[src/rtl/idli_pkg.sv]
// Shared types and constants for the idli core.
package idli_pkg;

   // One SQI bus nibble.
   typedef logic [3:0] sqi_data_t;

   // Instruction fetch sequencer states.
   typedef enum logic [2:0] {
      FETCH_IDLE  = 3'd0,
      FETCH_CMD   = 3'd1,
      FETCH_ADDR  = 3'd2,
      FETCH_DUMMY = 3'd3,
      FETCH_DATA  = 3'd4
   } fetch_state_t;

   // SRAM read command and transaction framing.
   localparam logic [7:0] SQI_CMD_READ      = 8'h03;
   localparam int         SQI_ADDR_NIBBLES  = 6;
   localparam int         SQI_DUMMY_NIBBLES = 2;

endpackage

[src/rtl/idli_fetch_m.sv]
// Instruction fetch sequencer: issues SQI reads to the instruction SRAM and
// streams 16b instructions to the decoder as four nibbles, MSN first.
// Redirects and stalls are only honoured between instructions.
module idli_fetch_m
   import idli_pkg::*;
#(
   parameter logic [15:0] RESET_PC = 16'h0000
) (
   input  logic        i_fetch_gck,
   input  logic        i_fetch_rst_n,
   output logic        o_fetch_sqi_cs_n,
   output logic        o_fetch_sqi_oe,
   output sqi_data_t   o_fetch_sqi_data,
   input  sqi_data_t   i_fetch_sqi_data,
   output sqi_data_t   o_fetch_enc,
   output logic        o_fetch_enc_vld,
   output logic [15:0] o_fetch_pc,
   input  logic        i_fetch_stall,
   input  logic        i_fetch_redir,
   input  logic [15:0] i_fetch_redir_pc
);

   fetch_state_t state, state_d;
   logic [2:0]   phase, phase_d;
   logic [1:0]   nib, nib_d;
   logic [15:0]  pc, pc_d;
   logic [23:0]  addr_sr, addr_d;
   logic         redir_pend, pend_d;
   logic [15:0]  redir_pc_q, rpc_d;
   logic         redir_now;
   logic [15:0]  redir_tgt;

   // A same-cycle pulse takes precedence over (and overwrites) a pending one.
   assign redir_now = i_fetch_redir | redir_pend;
   assign redir_tgt = i_fetch_redir ? i_fetch_redir_pc : redir_pc_q;

   // State, counters, address shifter and redirect latch.
   always_ff @(posedge i_fetch_gck or negedge i_fetch_rst_n) begin
      if (!i_fetch_rst_n) begin
         state      <= FETCH_IDLE;
         phase      <= 3'd0;
         nib        <= 2'd0;
         pc         <= RESET_PC;
         addr_sr    <= 24'd0;
         redir_pend <= 1'b0;
         redir_pc_q <= 16'd0;
      end else begin
         state      <= state_d;
         phase      <= phase_d;
         nib        <= nib_d;
         pc         <= pc_d;
         addr_sr    <= addr_d;
         redir_pend <= pend_d;
         redir_pc_q <= rpc_d;
      end
   end

   // Next-state sequencing and bus outputs.
   always_comb begin
      state_d          = state;
      phase_d          = phase;
      nib_d            = nib;
      pc_d             = pc;
      addr_d           = addr_sr;
      pend_d           = redir_now;
      rpc_d            = redir_tgt;
      o_fetch_sqi_cs_n = 1'b0;
      o_fetch_sqi_oe   = 1'b0;
      o_fetch_sqi_data = 4'h0;
      o_fetch_enc_vld  = 1'b0;

      case (state)
         FETCH_IDLE: begin
            o_fetch_sqi_cs_n = 1'b1;
            phase_d          = 3'd0;
            nib_d            = 2'd0;
            if (redir_now) begin
               // Take the target now; the next IDLE cycle launches the fetch.
               pc_d   = redir_tgt;
               pend_d = 1'b0;
            end else if (!i_fetch_stall) begin
               state_d = FETCH_CMD;
               addr_d  = {7'b0, pc, 1'b0};
            end
         end

         FETCH_CMD: begin
            o_fetch_sqi_oe   = 1'b1;
            o_fetch_sqi_data = phase[0] ? SQI_CMD_READ[3:0] : SQI_CMD_READ[7:4];
            if (redir_now) begin
               state_d = FETCH_IDLE;
               pc_d    = redir_tgt;
               pend_d  = 1'b0;
               phase_d = 3'd0;
            end else if (phase == 3'd1) begin
               state_d = FETCH_ADDR;
               phase_d = 3'd0;
            end else begin
               phase_d = phase + 3'd1;
            end
         end

         FETCH_ADDR: begin
            o_fetch_sqi_oe   = 1'b1;
            o_fetch_sqi_data = addr_sr[23:20];
            addr_d           = {addr_sr[19:0], 4'h0};
            if (redir_now) begin
               state_d = FETCH_IDLE;
               pc_d    = redir_tgt;
               pend_d  = 1'b0;
               phase_d = 3'd0;
            end else if (phase == 3'(SQI_ADDR_NIBBLES - 1)) begin
               state_d = FETCH_DUMMY;
               phase_d = 3'd0;
            end else begin
               phase_d = phase + 3'd1;
            end
         end

         FETCH_DUMMY: begin
            if (redir_now) begin
               state_d = FETCH_IDLE;
               pc_d    = redir_tgt;
               pend_d  = 1'b0;
               phase_d = 3'd0;
            end else if (phase == 3'(SQI_DUMMY_NIBBLES - 1)) begin
               state_d = FETCH_DATA;
               phase_d = 3'd0;
               nib_d   = 2'd0;
            end else begin
               phase_d = phase + 3'd1;
            end
         end

         FETCH_DATA: begin
            o_fetch_enc_vld = 1'b1;
            nib_d           = nib + 2'd1;
            if (nib == 2'd3) begin
               pend_d = 1'b0;
               if (redir_now) begin
                  pc_d    = redir_tgt;
                  state_d = FETCH_IDLE;
               end else begin
                  pc_d = pc + 16'd1;
                  // The SRAM burst does not wrap at the top of the array.
                  if (pc == 16'hFFFF || i_fetch_stall)
                     state_d = FETCH_IDLE;
               end
            end
         end

         default: begin
            state_d = FETCH_IDLE;
         end
      endcase
   end

   assign o_fetch_enc = i_fetch_sqi_data;
   assign o_fetch_pc  = pc;

endmodule
[config.mk]
export PLATFORM = sky130hd
export DESIGN_NAME = idli_fetch_m
export DESIGN_NICKNAME = d
export VERILOG_FILES = /design/src/rtl/idli_pkg.sv /design/src/rtl/idli_fetch_m.sv
export SDC_FILE = /design/constraint.sdc
export NUM_CORES = 1
export LEC_CHECK = 0
export BUFFER_PORTS_ARGS = -buffer_cell sky130_fd_sc_hd__buf_2
export CORE_MARGIN = 5
export CORE_UTILIZATION = 50
export CTS_CLUSTER_SIZE = 16
export DETAILED_ROUTE_END_ITERATION = 6
export GPL_ROUTABILITY_DRIVEN = 0
export GPL_TIMING_DRIVEN = 0
export PLACE_DENSITY = 0.76
export SYNTH_ARGS = -nofsm -noshare
export SYNTH_HDL_FRONTEND = slang
export SYNTH_SLANG_ARGS = --single-unit
[constraint.sdc]
create_clock -name i_fetch_gck -period 3.68 [get_ports i_fetch_gck]
set_clock_uncertainty 0.15 [all_clocks]
set_input_delay 0.368 -clock i_fetch_gck [delete_from_list [all_inputs] [get_ports i_fetch_gck]]
set_output_delay 0.368 -clock i_fetch_gck [all_outputs]
set_load 0.02 [all_outputs]
# After elaboration in Yosys (flattened, before gate mapping)
# Cells that the tools add are included.
# totals
ff_bits,65
latch_bits,0
ram_bits,0
mem_bits_ro,0
in_bits,24
output_inout_bits,27
mem_count,0
# op_classes
addsub,3
mul,0
div,0
n_lt_le_gt_ge,0
eq_ne,18
shift,0
muxes,35
bitwise,1
n_reduce_logical,13
# op_table
cell,count
2-to-1 mux 16 bit,4
2-to-1 mux 24 bit,2
case mux 24 bit (2 select lines),1
2-to-1 mux 3 bit,15
case mux 16 bit (2 select lines),1
"adder 16 x 1 -> 16 bit, second input constant",1
"equality test 16 bit, second input constant",1
case mux 3 bit (5 select lines),1
"inequality test 3 bit, second input constant",4
"inequality test 2 bit, second input constant",5
case mux 3 bit (3 select lines),1
AND reduction 3 bit,3
case mux 4 bit (2 select lines),1
AND reduction 7 bit,1
"equality test 3 x 1 -> 1 bit, second input constant",2
"equality test 3 x 2 -> 1 bit, second input constant",2
"equality test 3 bit, second input constant",2
2-to-1 mux 2 bit,3
case mux 2 bit (3 select lines),1
nonzero test 3 bit,2
2-to-1 mux 1 bit,4
nonzero test 2 bit,2
OR reduction 2 bit,2
OR reduction 4 bit,1
8 further kinds,8

# Longest topological paths before layout
# logic_depth
depth_word,6
depth_mapped,7
depth_no_buf,5

# Worst setup path after synthesis
# No wires, ideal clock.
# synth_timing
path_type,reg2reg
start,register state[2]
end,register state[1]
arrival_ns,1.927
slack_ns,1.478
path_stages_with_launch,7
n_path_buf,2
period_less_slack_ns,2.202
cell_sequence,dfrtp_1 buf_6 or3_4 or4_1 buf_2 o311ai_4 mux2_4
# synth_between
elab_chain_cells,3
elab_cells_between_ends,14
# synth_lines
item,line_no,source
"start, declared",idli_fetch_m.sv:23,"fetch_state_t state, state_d;"
"start signal, assigned",idli_fetch_m.sv:48,state <= state_d;
equality test 3 bit (tied with other cells),idli_fetch_m.sv:72,case (state)
inequality test 3 bit (no line) / inequality test 2 bit (equally long branches),n/a,
AND reduction 7 bit (no line),n/a,
# Parallel ways exist; a longest one is shown, timed or not.
# A chain may end at the register's enable or synchronous reset.

# Worst setup path after layout
# layout_timing
start,register state[0]
end,output o_fetch_enc_vld
# layout_between
elab_chain_cells,2
# layout_lines
item,line_no,source
equality test 3 bit,idli_fetch_m.sv:72,
2-to-1 mux 1 bit,idli_fetch_m.sv:72,
"end, declared",idli_fetch_m.sv:16,"output logic o_fetch_enc_vld,"
# No other way between the ends.

==> qor.csv <==
stage,metric,value,unit
status,outcome,"finished, final reports clean",
yosys,synth_seq_cells,64,
yosys,syn_area,0.003252,mm^2
worst_hold_path,hp-class,input pin to register,
worst_setup_path,crit_required,3.16,ns
yosys,post_synth_and_or_nand_nor_area_fraction,15.43,%
pwr,combPwrFrac,38.6,%
placement,port_buffers,46,
worst_setup_path,path_cells,buf_4 > nor3b_2 > clkbuf_1 > buf_2,
global_route,grt_max_degree,65,
drt,dr.pass1.iters,4,
job,timing.max_cap.violations,0,
clocking,cts.path.max_buffers,2,
yosys,synth-async-reset-ratio,100.0,%
sta,hold_viol_final,0,
placement,dp.cells,438,
finish,finalNetCount,399,
floorplan,die_area,0.008217,mm^2
global_route,grt_first_pass_wirelength,13260,um
clocking,ctsResizeCount,0,
finish,drive_above_1_share,25.20,%
finish,diodes,0,
sta,finalMaxSlewViolations,0,
sta,worst_slack,0.9340,ns
clocking,clkSinkCount,64,
yosys,syn_inst,315,
drt,drt_wl_total,7834,um
worst_setup_path,max_stage_delay,0.58,ns
sta,period_minus_slack,2.746,ns
worst_setup_path,endpoint_kind,primary output,
yosys,seq_area_frac_synth,49.25,%
finish,post-route-util,59.49,%
yosys,ys.warnings.count,0,
yosys,synthTopCellsByArea,"dfrtp_1 (49%), mux2_2 (6.2%), nand2_1 (4.4%), mux2i_1 (4.3%), a21oi_1 (3.7%)",
sta,max_slew_margin,46.18,%
global_route,overflow,0,
yosys,synth_edf_count,0,
yosys,synth_xor_area_share,0.2693,%
worst_hold_path,holdPathStages,2,
floorplan,initial_core_util,51.21,%
sta,timing.fmax,364.2,MHz
worst_setup_path,worst-path-buf-inv,3,
yosys,netlist.area_leader.share,49.25,%
pwr,finalPower,2.853,mW
finish,syn_to_final_growth,16.16,%
floorplan,fp-row-count,29,
yosys,synth_compound_area_share,18.12,%
placement,dp_hpwl,5444,um
yosys,yosysTopAreaCell,dfrtp_1,
finish,final_cells,454,
yosys,avgSynthCellArea,10.32,um^2
worst_setup_path,cp.arrival,2.23,ns
clocking,clk_pin_slew_worst_paths,0.07,ns
worst_setup_path,crit_type,register to primary output,
worst_setup_path,crit_cells,4,
drt,antenna_left,0,
clocking,cts_max_level,3,
pwr,power.leakage,1.703,nW
worst_setup_path,startpoint_type,register,
pwr,cell_internal_pwr,1.705,mW
pwr,power_switching,1.148,mW
clocking,cts_buffers,9,
drt,via_count,2695,
floorplan,placeableCoreArea,0.006350,mm^2
floorplan,die_w,90.65,um
sta,period_share,74.62,%
pwr,vdd_drop_max,529.3,uV
pwr,powerDensity,755.4,mW/mm^2
worst_setup_path,cp_slowest_cell,nor3b_2,
worst_setup_path,rr_worst_depth,5,
placement,pre_cts_slack,1.080,ns
global_route,grt.total_usage,19.96,%
worst_setup_path,crit_family,buffers and inverters,
pwr,pwr-share-seq,40.6,%
sta,worst_slew_pin_slew,0.8072,ns
clocking,clock-root-buffer,clkbuf_8,
floorplan,io_pins,51,
yosys,yosys.area_share.adder,0.7695,%
yosys,synth.area.mux_share,11.47,%
worst_setup_path,worst-path-max-fanout,10,
drt,viasPerCell,5.936,
yosys,syn_nets,341,
pwr,swShare,40.24,%
global_route,antenna_found_initial,0,
drt,drt_iter0_drc,199,
drt,drc,0,
yosys,ys.flop_type,dfrtp_1,
drt,wire_per_inst,17.26,um
clocking,clkLatencyLatePin,0.35,ns
sta,setup_viol,0,
sta,fin_setup_tns,0,ns
global_route,grt_pass1_vias,2645,
clocking,cts_tree,done,
sta,rsz0062_at_grt,no,
yosys,synth_cell_types,46,
floorplan,die_h,90.65,um
yosys,synth_top_family_by_area,compound AO/OA/AOI/OAI gates,
pwr,p_clk_share,20.8,%
==> cell type report <==
type	instances	area, um^2
Clock inverter	4	45.04
Clock buffer	11	141.4
Tap cell	77	96.34
Sequential cell	64	1602
Fill cell	560	2572
Multi-Input combinational cell	219	1498
Buffer	29	141.4
Timing Repair Buffer	47	242.7
Inverter	3	11.26
==> layer usage <==
metal / vias up / track usage [%] / routed length [um]
met2: 68 / 30.63 / 3739
met1: 1338 / 27.39 / 3566
met4: 0 / 8.933 / 166
met5: - / 0 / 0
met3: 16 / 3.750 / 361
li1: 1273 / - / -
==> stage by stage <==
stage | hold slack [ns] | cell area [um^2]
floorplan | -0.07759 | 3252
global placement | 0.3104 | 3578
detailed placement | 0.3199 | 3581
CTS | 0.1125 | 3777
global route | 0.1265 | 3777
finish | 0.1255 | 3777
==> power by group through the flow <==
stage | clock network, mW | logic (mW) | registers [mW]
finish | 0.593 | 1.10 | 1.16
global placement | 0 | 1.08 | 1.16
global route | 0.635 | 1.23 | 1.19
detailed placement | 0 | 1.10 | 1.17
CTS | 0.602 | 1.11 | 1.16
floorplan | 0 | 0.721 | 1.19
==> worst paths after layout <==
check	startpoint	end	slack, ns
hold / removal	i_fetch_redir_pc[14]	redir_pc_q[14]	0.13
min in group asynchronous	i_fetch_rst_n	nib[1]	0.50
setup / recovery	state[0]	o_fetch_enc_vld	0.93
hold reg to reg	addr_sr[8]	addr_sr[8]	0.33
setup reg to reg	state[0]	state[1]	1.03
max in group asynchronous	i_fetch_rst_n	addr_sr[22]	2.34
==> kinds of logic (layout without fill, tap and decap cells) <==
kind of cell	after synthesis	in the layout
AND/OR/NAND/NOR	94	94
AO/OA/AOI/OAI	88	88
flip-flops	64	64
multiplexers	34	34
buffers and inverters	32	94
adder cells (fa/ha/maj)	2	2
XOR/XNOR	1	1
==> Yosys cell counts, types with 3 or more instances <==
library cell  count
a21o_1            3
a21oi_1          24
a22o_1            8
a2bb2oi_1         7
and2_1            3
and3_1            4
and4_1            6
buf_2             5
buf_4             5
clkbuf_1         18
dfrtp_1          64
inv_1             3
mux2_2           18
mux2i_1          14
nand2_1          38
nand3_1           9
nand4_1           6
nor2_1            7
nor3_1            7
o211ai_1          5
o21ai_0          22
o22a_1            5
o22ai_1           5
==> flip-flops by register name, summed over array words and instances, names as in the netlist <==
name        count
nib             2
state           3
phase           3
redir_pc_q     16
addr_sr        23
o_fetch_pc     16
redir_pend      1
==> placed cells by master (no fill, tap or decap), types with 5 or more instances in the layout <==
master and instances:
a21oi_1 24, a22o_1 8, a2bb2oi_1 7, and4_1 6, buf_2 50, buf_4 6, clkbuf_1 19, clkbuf_8 10
dfrtp_1 64, mux2_2 18, mux2i_1 14, nand2_1 38, nand3_1 9, nand4_1 6, nor2_1 7, nor3_1 7
o211ai_1 5, o21ai_0 22, o22a_1 5, o22ai_1 5
==> what timing repair did <==
action | 4_1_cts | 5_1_grt
endpoints found under the hold margin | 41 | 0
hold buffers | 1 | 0
setup buffers | 0 | 0
Note: power is estimated with default switching activity, not from simulation.
